### config.mk
export PLATFORM = sky130hd
export DESIGN_NAME = servo_pulse_decoder
export DESIGN_NICKNAME = d
export VERILOG_FILES = /design/src/rtl/servo_pkg.sv /design/src/rtl/servo_tick_gen.sv /design/src/rtl/servo_pulse_decoder.sv
export SDC_FILE = /design/constraint.sdc
export NUM_CORES = 1
export LEC_CHECK = 0
export CAP_MARGIN = 10
export CORE_ASPECT_RATIO = 0.6
export CORE_MARGIN = 1.5
export CORE_UTILIZATION = 35
export DETAILED_ROUTE_END_ITERATION = 6
export PLACE_DENSITY = 0.56
export SYNTH_ARGS = -nofsm -noshare
export SYNTH_HDL_FRONTEND = slang
export SYNTH_HIERARCHICAL = 1
export SYNTH_SLANG_ARGS = --single-unit
### constraint.sdc
create_clock -name clk -period 3.5 [get_ports clk]
set_input_delay 0.35 -clock clk [delete_from_list [all_inputs] [get_ports clk]]
set_output_delay 0.35 -clock clk [all_outputs]
set_load 0.005 [all_outputs]
### src/rtl/servo_pkg.sv
// Shared widths, default limits and FSM state encoding for the servo pulse decoder.
package servo_pkg;

    localparam int DUTY_W         = 7;
    localparam int PERIOD_W       = 8;
    localparam int TICK_DIV_DEF   = 500;
    localparam int HIGH_MAX_DEF   = 25;
    localparam int PERIOD_MAX_DEF = 120;

    typedef logic [2:0] state_t;

    localparam logic [2:0] ST_IDLE      = 3'd0;
    localparam logic [2:0] ST_WAIT_LOW  = 3'd1;
    localparam logic [2:0] ST_WAIT_RISE = 3'd2;
    localparam logic [2:0] ST_HIGH      = 3'd3;
    localparam logic [2:0] ST_LOW       = 3'd4;

endpackage

### src/rtl/servo_tick_gen.sv
// Measurement prescaler: one-cycle tick every TICK_DIV clocks, realigned by clr.
module servo_tick_gen #(
    parameter int TICK_DIV = 500
) (
    input  logic clk,
    input  logic reset,
    input  logic clr,
    output logic tick
);

    localparam int CW = (TICK_DIV > 1) ? $clog2(TICK_DIV) : 1;

    logic [CW-1:0] cnt;

    assign tick = (cnt == CW'(TICK_DIV - 1));

    always_ff @(posedge clk or negedge reset) begin
        if (!reset) begin
            cnt <= '0;
        end else if (clr || tick) begin
            cnt <= '0;
        end else begin
            cnt <= cnt + CW'(1);
        end
    end

endmodule

### src/rtl/servo_pulse_decoder.sv
// Servo PWM decoder: measures high time and rise-to-rise period in prescaler ticks.
// Define SERVO_DEC_GLITCH_FILTER_EN to add a 2-cycle stability filter on the input.
//
// state     | meaning
// IDLE      | disabled, counters cleared
// WAIT_LOW  | wait for input low so no partial pulse is measured
// WAIT_RISE | wait for first rise, period limit still timed
// HIGH      | counting high time and period
// LOW       | counting period, next rise publishes the measurement
module servo_pulse_decoder
    import servo_pkg::*;
#(
    parameter int TICK_DIV   = TICK_DIV_DEF,
    parameter int HIGH_MAX   = HIGH_MAX_DEF,
    parameter int PERIOD_MAX = PERIOD_MAX_DEF
) (
    input  logic                clk,
    input  logic                reset,
    input  logic                en,
    input  logic                senal,
    output logic [DUTY_W-1:0]   duty,
    output logic [PERIOD_W-1:0] period,
    output logic                valid,
    output logic                err,
    output logic                lost
);

    localparam logic [DUTY_W-1:0]   HIGH_LIM = DUTY_W'(HIGH_MAX);
    localparam logic [PERIOD_W-1:0] PER_LIM  = PERIOD_W'(PERIOD_MAX);

    logic sync1, sync2, sync2_d;
    logic cur_lvl, prev_lvl, rise, fall;
    logic tick;

    state_t              state, state_n;
    logic [DUTY_W-1:0]   high_cnt, high_n, high_inc;
    logic [PERIOD_W-1:0] period_cnt, per_n, per_inc;
    logic [DUTY_W-1:0]   duty_n;
    logic [PERIOD_W-1:0] period_n;
    logic                valid_n, err_n, lost_n;

    always_ff @(posedge clk or negedge reset) begin
        if (!reset) begin
            sync1   <= 1'b0;
            sync2   <= 1'b0;
            sync2_d <= 1'b0;
        end else begin
            sync1   <= senal;
            sync2   <= sync1;
            sync2_d <= sync2;
        end
    end

`ifdef SERVO_DEC_GLITCH_FILTER_EN
    logic filt;

    // Follow the synchronized input only once it has held for two samples.
    assign cur_lvl  = (sync2 == sync2_d) ? sync2 : filt;
    assign prev_lvl = filt;

    always_ff @(posedge clk or negedge reset) begin
        if (!reset) begin
            filt <= 1'b0;
        end else begin
            filt <= cur_lvl;
        end
    end
`else
    assign cur_lvl  = sync2;
    assign prev_lvl = sync2_d;
`endif

    assign rise = cur_lvl & ~prev_lvl;
    assign fall = ~cur_lvl & prev_lvl;

    servo_tick_gen #(
        .TICK_DIV (TICK_DIV)
    ) u_tick_gen (
        .clk   (clk),
        .reset (reset),
        .clr   (rise | ~en),
        .tick  (tick)
    );

    // A tick landing on the closing edge still belongs to the interval it ends.
    assign high_inc = high_cnt + DUTY_W'(tick);
    assign per_inc  = period_cnt + PERIOD_W'(tick);

    always_comb begin
        state_n  = state;
        high_n   = high_cnt;
        per_n    = period_cnt;
        duty_n   = duty;
        period_n = period;
        valid_n  = 1'b0;
        err_n    = 1'b0;
        lost_n   = lost;
        if (!en) begin
            state_n = ST_IDLE;
            high_n  = '0;
            per_n   = '0;
        end else begin
            case (state)
                ST_IDLE: begin
                    state_n = ST_WAIT_LOW;
                end
                ST_WAIT_LOW: begin
                    high_n = '0;
                    per_n  = '0;
                    if (!cur_lvl) state_n = ST_WAIT_RISE;
                end
                ST_WAIT_RISE: begin
                    high_n = '0;
                    if (rise) begin
                        state_n = ST_HIGH;
                        per_n   = '0;
                    end else if (per_inc == PER_LIM) begin
                        lost_n = 1'b1;
                        per_n  = '0;
                    end else begin
                        per_n = per_inc;
                    end
                end
                ST_HIGH: begin
                    if (fall) begin
                        state_n = ST_LOW;
                        high_n  = high_inc;
                        per_n   = per_inc;
                    end else if (high_inc == HIGH_LIM) begin
                        state_n = ST_WAIT_LOW;
                        err_n   = 1'b1;
                        high_n  = '0;
                        per_n   = '0;
                    end else if (per_inc == PER_LIM) begin
                        state_n = ST_WAIT_RISE;
                        lost_n  = 1'b1;
                        high_n  = '0;
                        per_n   = '0;
                    end else begin
                        high_n = high_inc;
                        per_n  = per_inc;
                    end
                end
                ST_LOW: begin
                    if (rise) begin
                        state_n  = ST_HIGH;
                        duty_n   = high_cnt;
                        period_n = per_inc;
                        valid_n  = 1'b1;
                        lost_n   = 1'b0;
                        high_n   = '0;
                        per_n    = '0;
                    end else if (per_inc == PER_LIM) begin
                        state_n = ST_WAIT_RISE;
                        lost_n  = 1'b1;
                        high_n  = '0;
                        per_n   = '0;
                    end else begin
                        per_n = per_inc;
                    end
                end
                default: begin
                    state_n = ST_IDLE;
                    high_n  = '0;
                    per_n   = '0;
                end
            endcase
        end
    end

    always_ff @(posedge clk or negedge reset) begin
        if (!reset) begin
            state      <= ST_IDLE;
            high_cnt   <= '0;
            period_cnt <= '0;
            duty       <= '0;
            period     <= '0;
            valid      <= 1'b0;
            err        <= 1'b0;
            lost       <= 1'b1;
        end else begin
            state      <= state_n;
            high_cnt   <= high_n;
            period_cnt <= per_n;
            duty       <= duty_n;
            period     <= period_n;
            valid      <= valid_n;
            err        <= err_n;
            lost       <= lost_n;
        end
    end

endmodule

# After elaboration in Yosys (flattened, before gate mapping)
# Index checks and enable logic that the tools add are counted.
dict set report totals {
  regBits 48
  in_bits 4
  output_inout_bits 18
  elab_cells 78
}
dict set report op_classes {
  n_addsub 3
  eq_ne 14
  n_mux 35
  bitwise_logic 6
  reduce_logical 8
}
# cell n
set ops {}
lappend ops {{2-to-1 mux 7 bit} 6}
lappend ops {{2-to-1 mux 8 bit} 5}
lappend ops {{one-hot mux 8 bit (3 select lines)} 1}
lappend ops {{2-to-1 mux 3 bit} 7}
lappend ops {{one-hot mux 7 bit (3 select lines)} 1}
lappend ops {{one-hot mux 3 bit (5 select lines)} 1}
lappend ops {{2-to-1 mux 1 bit} 12}
lappend ops {{adder 9 x 1 -> 9 bit, second input constant} 1}
lappend ops {{== test 9 bit, second input constant} 1}
lappend ops {{2-to-1 mux 9 bit} 1}
lappend ops {{adder 8 x 1 -> 8 bit} 1}
lappend ops {{== test 8 x 7 -> 1 bit, second input constant} 1}
lappend ops {{inequality test 2 bit, second input constant} 4}
lappend ops {{adder 7 x 1 -> 7 bit} 1}
lappend ops {{== test 7 x 5 -> 1 bit, second input constant} 1}
lappend ops {{== test 3 x 2 -> 1 bit, second input constant} 2}
lappend ops {{inequality test 3 bit, second input constant} 2}
lappend ops {{AND reduction 5 bit} 1}
lappend ops {{inequality test 4 bit, second input constant} 1}
lappend ops {{AND reduction 2 bit} 2}
lappend ops {{== test 3 x 1 -> 1 bit, second input constant} 1}
lappend ops {{== test 3 bit, second input constant} 1}
lappend ops {{logical NOT 3 bit} 1}
lappend ops {{inverter 1 bit} 3}
lappend ops {{other kinds (7)} 8}

# Longest topological paths before layout
# Gate-level depths: netlist of run 1.
dict set report depth {
  depth_word 8
  ltp_mapped 12
  depth_no_buf 10
}

# Hierarchy
# The synthesis of run 1 kept the hierarchy.
# mod instances cells_per_inst area_per_inst_um2 seq_area_each_um2
set by_module_without_submodules {}
lappend by_module_without_submodules {servo_pulse_decoder 1 222 2155.8 977.2}
lappend by_module_without_submodules {servo_tick_gen 1 51 496.7 225.2}

# Worst setup path before layout of run 1
# Ideal clock, no wire load.
dict set report synth_path {
  kind {register to register}
  startpoint {reg u_tick_gen.cnt[2]}
  endpoint {reg high_cnt[1]}
  setup_ns 0.121
  t_arrival_ns 2.692
  t_required_ns 3.379
  setup_slack_ns 0.687
  stages_incl_launch_ff 12
  n_path_buf 1
  synth_period_minus_slack_ns 2.813
  path_cell_list {dfrtp_1 buf_2 nor3b_2 and4_1 ha_1 ha_1 nand3_1 xnor2_1 nor4_1 a31oi_1 and2_1 a22o_1}
}
dict set report synth_via {
  elab_chain_len 8
  elab_cells_between_ends 12
  classes_between {2 x add/sub; 4 x eq/ne; 5 x mux; 1 x reduce/logical}
}
# item line
set synth_lines {}
lappend synth_lines {{start: declaration} servo_tick_gen.sv:13} ;# logic [CW-1:0] cnt;
lappend synth_lines {{start signal: assignment} servo_tick_gen.sv:23} ;# cnt <= cnt + CW'(1);
lappend synth_lines {{== test 9 bit *} servo_tick_gen.sv:15} ;# assign tick = (cnt == CW'(TICK_DIV - 1));
lappend synth_lines {{via tick} servo_pulse_decoder.sv:33} ;# logic tick;
lappend synth_lines {{adder 8 x 1 -> 8 bit} servo_pulse_decoder.sv:87} ;# assign per_inc = period_cnt + PERIOD_W'(tick);
lappend synth_lines {{== test 8 x 7 -> 1 bit} {servo_pulse_decoder.sv:134, servo_pulse_decoder.sv:153}}
lappend synth_lines {{2-to-1 mux 7 bit} servo_pulse_decoder.sv:134} ;# end else if (per_inc == PER_LIM) begin
lappend synth_lines {{2-to-1 mux 7 bit} servo_pulse_decoder.sv:129} ;# end else if (high_inc == HIGH_LIM) begin
lappend synth_lines {{2-to-1 mux 7 bit} servo_pulse_decoder.sv:125} ;# if (fall) begin
lappend synth_lines {{one-hot mux 7 bit (3 select lines)} servo_pulse_decoder.sv:103} ;# case (state)
lappend synth_lines {{2-to-1 mux 7 bit} servo_pulse_decoder.sv:98} ;# if (!en) begin
lappend synth_lines {{end signal: assignment} servo_pulse_decoder.sv:183} ;# high_cnt <= high_n;
lappend synth_lines {{end: declaration} servo_pulse_decoder.sv:36} ;# logic [DUTY_W-1:0] high_cnt, high_n, high_inc;
# The timed path passes the listed nets; every way through them passes the cells marked *.
# A chain may end at the register's enable or synchronous reset.

# Final worst setup path of run 1
dict set report layout_path {
  startpoint {reg u_tick_gen.cnt[2]}
  endpoint {reg lost}
}
dict set report layout_via {
  elab_chain_len 7
  elab_cells_between_ends 13
  classes_between {2 x add/sub; 4 x eq/ne; 6 x mux; 1 x reduce/logical}
}
# item line
set layout_lines {}
lappend layout_lines {{== test 9 bit *} servo_tick_gen.sv:15}
lappend layout_lines {{via tick} servo_pulse_decoder.sv:33}
lappend layout_lines {{adder 8 x 1 -> 8 bit *} servo_pulse_decoder.sv:87}
lappend layout_lines {{via per_inc[1]} servo_pulse_decoder.sv:37} ;# logic [PERIOD_W-1:0] period_cnt, per_n, per_inc;
lappend layout_lines {{== test 8 x 7 -> 1 bit *} {servo_pulse_decoder.sv:117, servo_pulse_decoder.sv:134, servo_pulse_decoder.sv:153}}
lappend layout_lines {{2-to-1 mux 1 bit *} n/a}
lappend layout_lines {{2-to-1 mux 1 bit (2 in series)} n/a}
lappend layout_lines {{one-hot mux 1 bit (3 select lines) *} n/a}
lappend layout_lines {{end signal: assignment} servo_pulse_decoder.sv:189} ;# lost <= lost_n;
lappend layout_lines {{end: declaration} servo_pulse_decoder.sv:25} ;# output logic lost
# The timed path passes the listed nets; every way through them passes the cells marked *. The select of a mux whose other input is x is not followed.

==> results.sh, run 1 <==
export IMPL_ys_top_cells_by_area="dfrtp_1, nand2_1, o21ai_0, mux2_2, nor2_1"
export IMPL_stdcell_count=394
export IMPL_synth_top_family_by_area="simple AND/OR/NAND/NOR gates"
export IMPL_dieHeight_um=70.4
export IMPL_grt_pass1_vias=1819
export IMPL_wirelength_um=5700
export IMPL_dp_cells=386
export IMPL_synth_xor_area_frac=0.0396
export IMPL_power_density_nw_per_um2=360
export IMPL_fin_util=0.424
export IMPL_reg2reg_to="lost"
export IMPL_slew_headroom=0.296
export IMPL_cp_data_required_time_ns=3.74
export IMPL_layout_drive_gt1_share=0.110
export IMPL_cts_max_level=2
export IMPL_ys_seq_area_frac=0.453
export IMPL_synth_adder_area_share=0.0236
export IMPL_max_freq_mhz=316
export IMPL_antenna_found_initial=0
export IMPL_cellLeakagePower_nw=1.28
export IMPL_finClkSkew_ns=0.00641
export IMPL_syn_inst=273
export IMPL_areaGrowthSynthToFinish_pct=16.6
export IMPL_dr_first_iter_drc_count=128
export IMPL_die_area_um2=8130
export IMPL_clock_path_buffers=2
export IMPL_cts_sinks=48
export IMPL_postRouteAntennaNets=0
export IMPL_num_vias=2057
export IMPL_core_rowCount=24
export IMPL_finalSetupTns_ns=0
export IMPL_slowest_stage="dfrtp_1"
export IMPL_grt_pass1_wl_um=9680
export IMPL_die_w_um=115
export IMPL_irDropWorstVdd_mv=0.193
export IMPL_synth_simple_area_share=0.214
export IMPL_arrival_ns=3.41
export IMPL_grt_usage=0.155
export IMPL_port_buffers=21
export IMPL_grt_max_degree=49
export IMPL_crit_type="reg2reg"
export IMPL_synth_seq_cells=48
export IMPL_cts_root_buffer_cell="clkbuf_16"
export IMPL_ys_warn_count=6
export IMPL_hold_path_class="in2async"
export IMPL_rsz0062_at_grt="no"
export IMPL_end_kind="flop"
export IMPL_synth_nets=282
export IMPL_drc=0
export IMPL_setup_ws_ns=0.331
export IMPL_critPathMostFrequentCell="ha_1"
export IMPL_synth_most_common_cell="dfrtp_1"
export IMPL_setup_viol=0
export IMPL_drv_cap=0
export IMPL_status="complete, no violations"
export IMPL_wl_per_cell_um=14.5
export IMPL_timing_rr_start="u_tick_gen/cnt[2]"
export IMPL_post_cts_buffers=0
export IMPL_clkTransAtPathRegs_ns=0.07
export IMPL_grt_ovfl_total=0
export IMPL_maxSlewViolCount=0
export IMPL_power_w=0.00111
export IMPL_async_reset_ff_frac=1.00
export IMPL_cts_buffers=5
export IMPL_startpoint_type="flop"
export IMPL_ff2ff_path_depth=10
export IMPL_vias_per_cell=5.22
export IMPL_ys_types=62
export IMPL_core_um2=7300
export IMPL_dp_hpwl_um=4130
export IMPL_tritoncts="done"
export IMPL_synth_edf_count=0
export IMPL_synth_top_area_share=0.443
export IMPL_rrSetupSlack_ns=0.33
export IMPL_postSynthAreaPerCell_um2=9.72
export IMPL_critPathMaxStageDelay_ns=0.49
export IMPL_synth_top_cell_by_area="dfrtp_1"
export IMPL_yosys_top_cells_count="dfrtp_1, nand2_1, nor2_1, o21ai_0, nand3_1"
export IMPL_period_minus_slack_ns=3.17
export IMPL_synth_compound_area_frac=0.193
export IMPL_crit_chain="nor3b_2 > and4_1 > ha_1 > ha_1 > nor3b_1 > mux2i_1 > a211oi_4 > nand2_1 > a211oi_1 > o21a_1"
export IMPL_final_nets=298
export IMPL_muxShareOfSynthArea=0.0415
export IMPL_worst_pin_slew_ns=1.06
export IMPL_clk_latency_ns=0.29
export IMPL_drt_first_pass_iters=4
export IMPL_report_final_hold_viol_count=0
export IMPL_synth_main_ff_cell="dfrtp_1"
export IMPL_io_pins=22
export IMPL_period_share=0.906
export IMPL_diodes=0
export IMPL_initial_utilization=0.364
export IMPL_pre_cts_slack_ns=0.208
export IMPL_synth_area_um2=2650
export IMPL_globalplace_congestion=0.921
export IMPL_path_max_fanout=9
## area by class of cell
cell class                      instances  area (µm²)
Clock buffer                            5         125
Multi-Input combinational cell        204        1360
Inverter                                7        26.3
Tap cell                              104         130
Clock inverter                          3        23.8
Timing Repair Buffer                   23         220
Sequential cell                        48        1200
Fill cell                             734        4210
## logic make-up after synthesis
group / Yosys count
compound gates: 70
buf+inv: 21
mux: 10
simple gates: 107
xor+xnor: 12
fa+ha+maj: 5
flops: 48
## how the worst max path moves through the flow
stage / startpoint / to / slack (ns) / depth (start not counted)
finish: u_tick_gen/cnt[2] / lost / 0.33 / 10
CTS: u_tick_gen/cnt[2] / period_cnt[6] / 0.21 / 10
detailed placement: u_tick_gen/cnt[2] / period_cnt[6] / 0.21 / 10
floorplan: u_tick_gen/cnt[2] / high_cnt[1] / 0.69 / 11
global placement: u_tick_gen/cnt[2] / period_cnt[6] / 0.42 / 10
global route: u_tick_gen/cnt[2] / lost / 0.05 / 10
## worst max-delay path, delay by kind of cell (launching register included)
family | cells | cell delay, ns
and+or+nand+nor | 4 | 1.01
AOI/OAI and AO/OA | 3 | 0.88
adders and majority gates | 2 | 0.60
DFF | 1 | 0.49
muxes | 1 | 0.14
## placed cells by master (no fill, tap or decap), types with 2 or more instances in the layout
| master | netlist | layout |
|---|---|---|
| nand3_1 | 10 | 10 |
| clkbuf_16 | 0 | 5 |
| dfrtp_1 | 47 | 47 |
| a211oi_1 | 4 | 4 |
| o2bb2ai_1 | 4 | 4 |
| a22o_1 | 5 | 5 |
| and2_1 | 2 | 2 |
| clkdlybuf4s50_1 | 0 | 20 |
| xor2_1 | 5 | 5 |
| and4_1 | 3 | 3 |
| mux2_2 | 8 | 8 |
| clkinvlp_4 | 0 | 2 |
| nor2b_1 | 7 | 7 |
| nor3_1 | 4 | 4 |
| inv_1 | 7 | 7 |
| nand2_1 | 31 | 31 |
| or3_1 | 3 | 3 |
| a31oi_1 | 5 | 5 |
| o21ai_0 | 19 | 19 |
| mux2i_1 | 2 | 2 |
| ha_1 | 5 | 5 |
| buf_4 | 2 | 2 |
| nor2_1 | 19 | 19 |
| o31ai_1 | 2 | 2 |
| nor3b_1 | 5 | 5 |
| a21oi_1 | 8 | 8 |
| nand4_1 | 3 | 3 |
| and3_1 | 3 | 3 |
| a41o_1 | 2 | 2 |
| nand2b_1 | 7 | 7 |
| o221ai_1 | 2 | 2 |
| xnor2_1 | 7 | 7 |
## timing repair
item / in CTS / in global routing
gates resized for setup: 0 / 1
hold buffers: 0 / 0
setup endpoints to repair: 0 / 6
## routing by layer
metal / routed length [µm] / track usage / up-vias
li1: - / - / 1018
met1: 3180 / 0.265 / 968
met2: 2050 / 0.179 / 67
met3: 441 / 0.0425 / 4
met4: 32 / 0.0370 / 0
met5: 0 / 0 / -
## power by group
group          total (W)  switching (W)  internal (W)
registers       0.000574      0.0000129      0.000561
logic          0.0000600      0.0000387     0.0000213
clock network   0.000480       0.000215      0.000266
## stage by stage
step / hold WS [ns] / cell area (µm²)
2_1_floorplan: 0.0544 / 2650
3_3_place_gp: 0.340 / 2940
3_5_place_dp: 0.336 / 2940
4_1_cts: 0.292 / 3090
5_1_grt: 0.349 / 3090
6_report: 0.241 / 3090
## flip-flops by register name, summed over array words and instances (netlist names)
signal and cells:
period 8, prev_lvl 1, duty 7, cur_lvl 1
state 3, valid 1, high_cnt 7, lost 1
period_cnt 8, err 1, sync1 1, u_tick_gen/cnt 9
(Power assumes the default switching activity.)
==> inputs of run 2 (changes only) <==
--- a/config.mk
+++ b/config.mk
@@ -9,6 +9,7 @@
 export CORE_ASPECT_RATIO = 0.6
 export CORE_MARGIN = 1.5
 export CORE_UTILIZATION = 35
+export CTS_CLUSTER_SIZE = 28
 export DETAILED_ROUTE_END_ITERATION = 6
 export PLACE_DENSITY = 0.56
 export SYNTH_ARGS = -nofsm -noshare
==> results of run 2 <==
Same layout as run 1: the final DEF is identical, and so are final timing and power.
==> variant: new RTL, settings of run 2 <==
Build with the macro `SERVO_DEC_GLITCH_FILTER_EN` defined.
--- a/src/rtl/servo_pulse_decoder.sv
+++ b/src/rtl/servo_pulse_decoder.sv
@@ -7,6 +7,8 @@
 // WAIT_RISE | wait for first rise, period limit still timed
 // HIGH      | counting high time and period
 // LOW       | counting period, next rise publishes the measurement
+`define SERVO_DEC_GLITCH_FILTER_EN
+
 module servo_pulse_decoder
     import servo_pkg::*;
 #(
Behaviour: not the same (Yosys sat finds a counterexample within 10 cycles, from zero or initial values and one cycle with reset low).
==> variant against run 2 <==
  * Sequential power up 3%
  * Worst hold slack worse by 0.22 ns
  * First-iteration DRC count is 66% higher
  * Total power is 3.8% higher
  * Area after synthesis grew 5.6%
  * Fmax fell by 1.7%
  * Routed wire length is 5.7% higher
  * Cell area rose by 4.5%
  * Synthesized cell count up 6.2%
  * Sequential cell count up 1
  * Worst setup slack worse by 0.055 ns
  * Cell count rose by 4.8%
  * Utilization decreased by 1.1 points
  * Critical path type unchanged
  * Largest cell class unchanged
==> variant: results (changes against run 2) <==
setup_path:
  r2r_cells: 10  # unchanged
  rrSetupSlack_ns: 0.28  # -0.06 ns
  cp_data_arrival_time_ns: 3.39  # -0.02 ns
  worst-path-max-fanout: 11  # +2
  slowest_delay_ns: 0.50
  crit_family: "compound AO/OA/AOI/OAI gates"
  endpoint: "high_cnt[5]$_DFFE_PN0P_"
  crit_start: "u_tick_gen/cnt[3]$_DFF_PN0_"
  crit_path_top_delay_cell: "dfrtp_1"
yosys:
  ys_seq_area_frac: 0.438  # -0.0152
  syn-num-nets: 299  # +6.0%
  syn_avg_cell_area_um2: 9.66  # -0.58%
  synth.top_cell.area_share: 0.429  # -0.0146
  ys_async_sr_fraction: 1.00  # unchanged
  yosys-top-cells-count: "dfrtp_1, nand2_1, nor2_1, o21ai_0"
  ys_top_cells_by_area: "dfrtp_1, nand2_1, mux2_2"
  ys_warn_count: 6  # unchanged
sta:
  max_slew_margin: 0.532  # +0.236
  finalClockSkew_ns: 0.00501  # -0.00140 ns
placement:
  dp_hpwl_um: 4410  # +6.8%
  placed_area_um2: 3080  # +4.9%
  gp_congestion: 0.888  # -3.6%
  placed_cells: 405  # +4.9%
  port-buffer-count: 21  # unchanged
clock_network:
  cts_setup_buffers: 0  # unchanged
  cts.repair.resized: 0  # unchanged
  cts_root_buf: "clkbuf_16"
  path_clk_slew_ns: 0.07  # about the same
  cts_buffers: 5  # unchanged
detailed_routing:
  drt_iter0_drc: 213  # +66%
  dr_total_vias: 2178  # +5.9%
  wl_um: 6030  # +5.7%
  dr.pass1.iters: 4  # unchanged
  via_per_inst: 5.27  # +1.0%
power_and_ir_drop:
  ir_worst_vdd_uv: 170  # -12%
  total_leakage_power_uw: 0.00135  # +5.2%
finish:
  nFillCells: 764  # +4.1%
  fin_nets: 313  # +5.0%
  drive_gt1_frac: 0.102  # -0.00871
grt:
  first_global_vias: 2016  # +11%
  grt_pass1_wl_um: 10300  # +6.8%
  grt_start_max_net_pins: 29  # -41%
  grt_usage: 0.154  # -0.00109
  antenna_found_initial: 0  # unchanged
run_status:
  run_status: "finished clean"
==> variant: changes by cell type in the layout (fill, tap and decap cells not counted), sizes merged, moves of 5 or more <==
| cell | delta |
|---|---|
| o21ai | -5 |
| inv | +5 |
| and3 | +5 |
| a21oi | +5 |
| nor2b | -5 |
| nand2 | -5 |
==> variant: layout make-up <==
| class | instances | area (um2) | share of cell area |
|---|---|---|---|
| inverter | 12 | 45.0 | 0.0139 |
| multi-input combinational | 212 | 1450 | 0.448 |
| clock inverter | 3 | 22.5 | 0.00697 |
| sequential | 49 | 1230 | 0.380 |
| timing repair buffer | 24 | 228 | 0.0705 |
| clock buffer | 5 | 125 | 0.0387 |
| tap | 108 | 135 | 0.0418 |
==> variant: logic make-up after synthesis <==
logic type,Yosys count,share of synthesized area
and+or+nand+nor,107,0.204
AOI/OAI and AO/OA,79,0.217
DFF,49,0.438
buffers and inverters,29,0.0456
xor gates and xnor gates,11,0.0344
muxes,8,0.0317
adders and majority gates,7,0.0295
==> variant: power by group <==
part           leakage, uW  internal, uW  switching, uW
sequential        0.000668           575           14.8
clock            0.0000621           265            217
combinational     0.000619          28.1           55.8
total              0.00135           868            288
==> variant: worst min-delay path by stage <==
stage	end	depth (start not counted)
CTS	period[5]$_DFFE_PN0P_	1
finish	period[5]$_DFFE_PN0P_	1
global placement	sync2$_DFF_PN0_	0
detailed placement	sync2$_DFF_PN0_	0
floorplan	duty[0]$_DFFE_PN0P_	0
global route	period[5]$_DFFE_PN0P_	1
==> variant: through the flow <==
| stage | setup WS [ns] | hold WS, ns |
|---|---|---|
| 4_1_cts | 0.301 | 0.0473 |
| 3_5_place_dp | 0.329 | 0.337 |
| 6_report | 0.275 | 0.0208 |
| 3_3_place_gp | 0.394 | 0.341 |
| 2_1_floorplan | 0.655 | 0.0544 |
| 5_1_grt | 0.0138 | 0.0653 |
==> variant: metal layers <==
layer  vias up  GRT usage  share of wire
met5         -          0              0
met4         0     0.0402         0.0035
met3         3     0.0377          0.035
met2        41      0.209           0.40
met1      1050      0.242           0.56
li1       1084          -              -
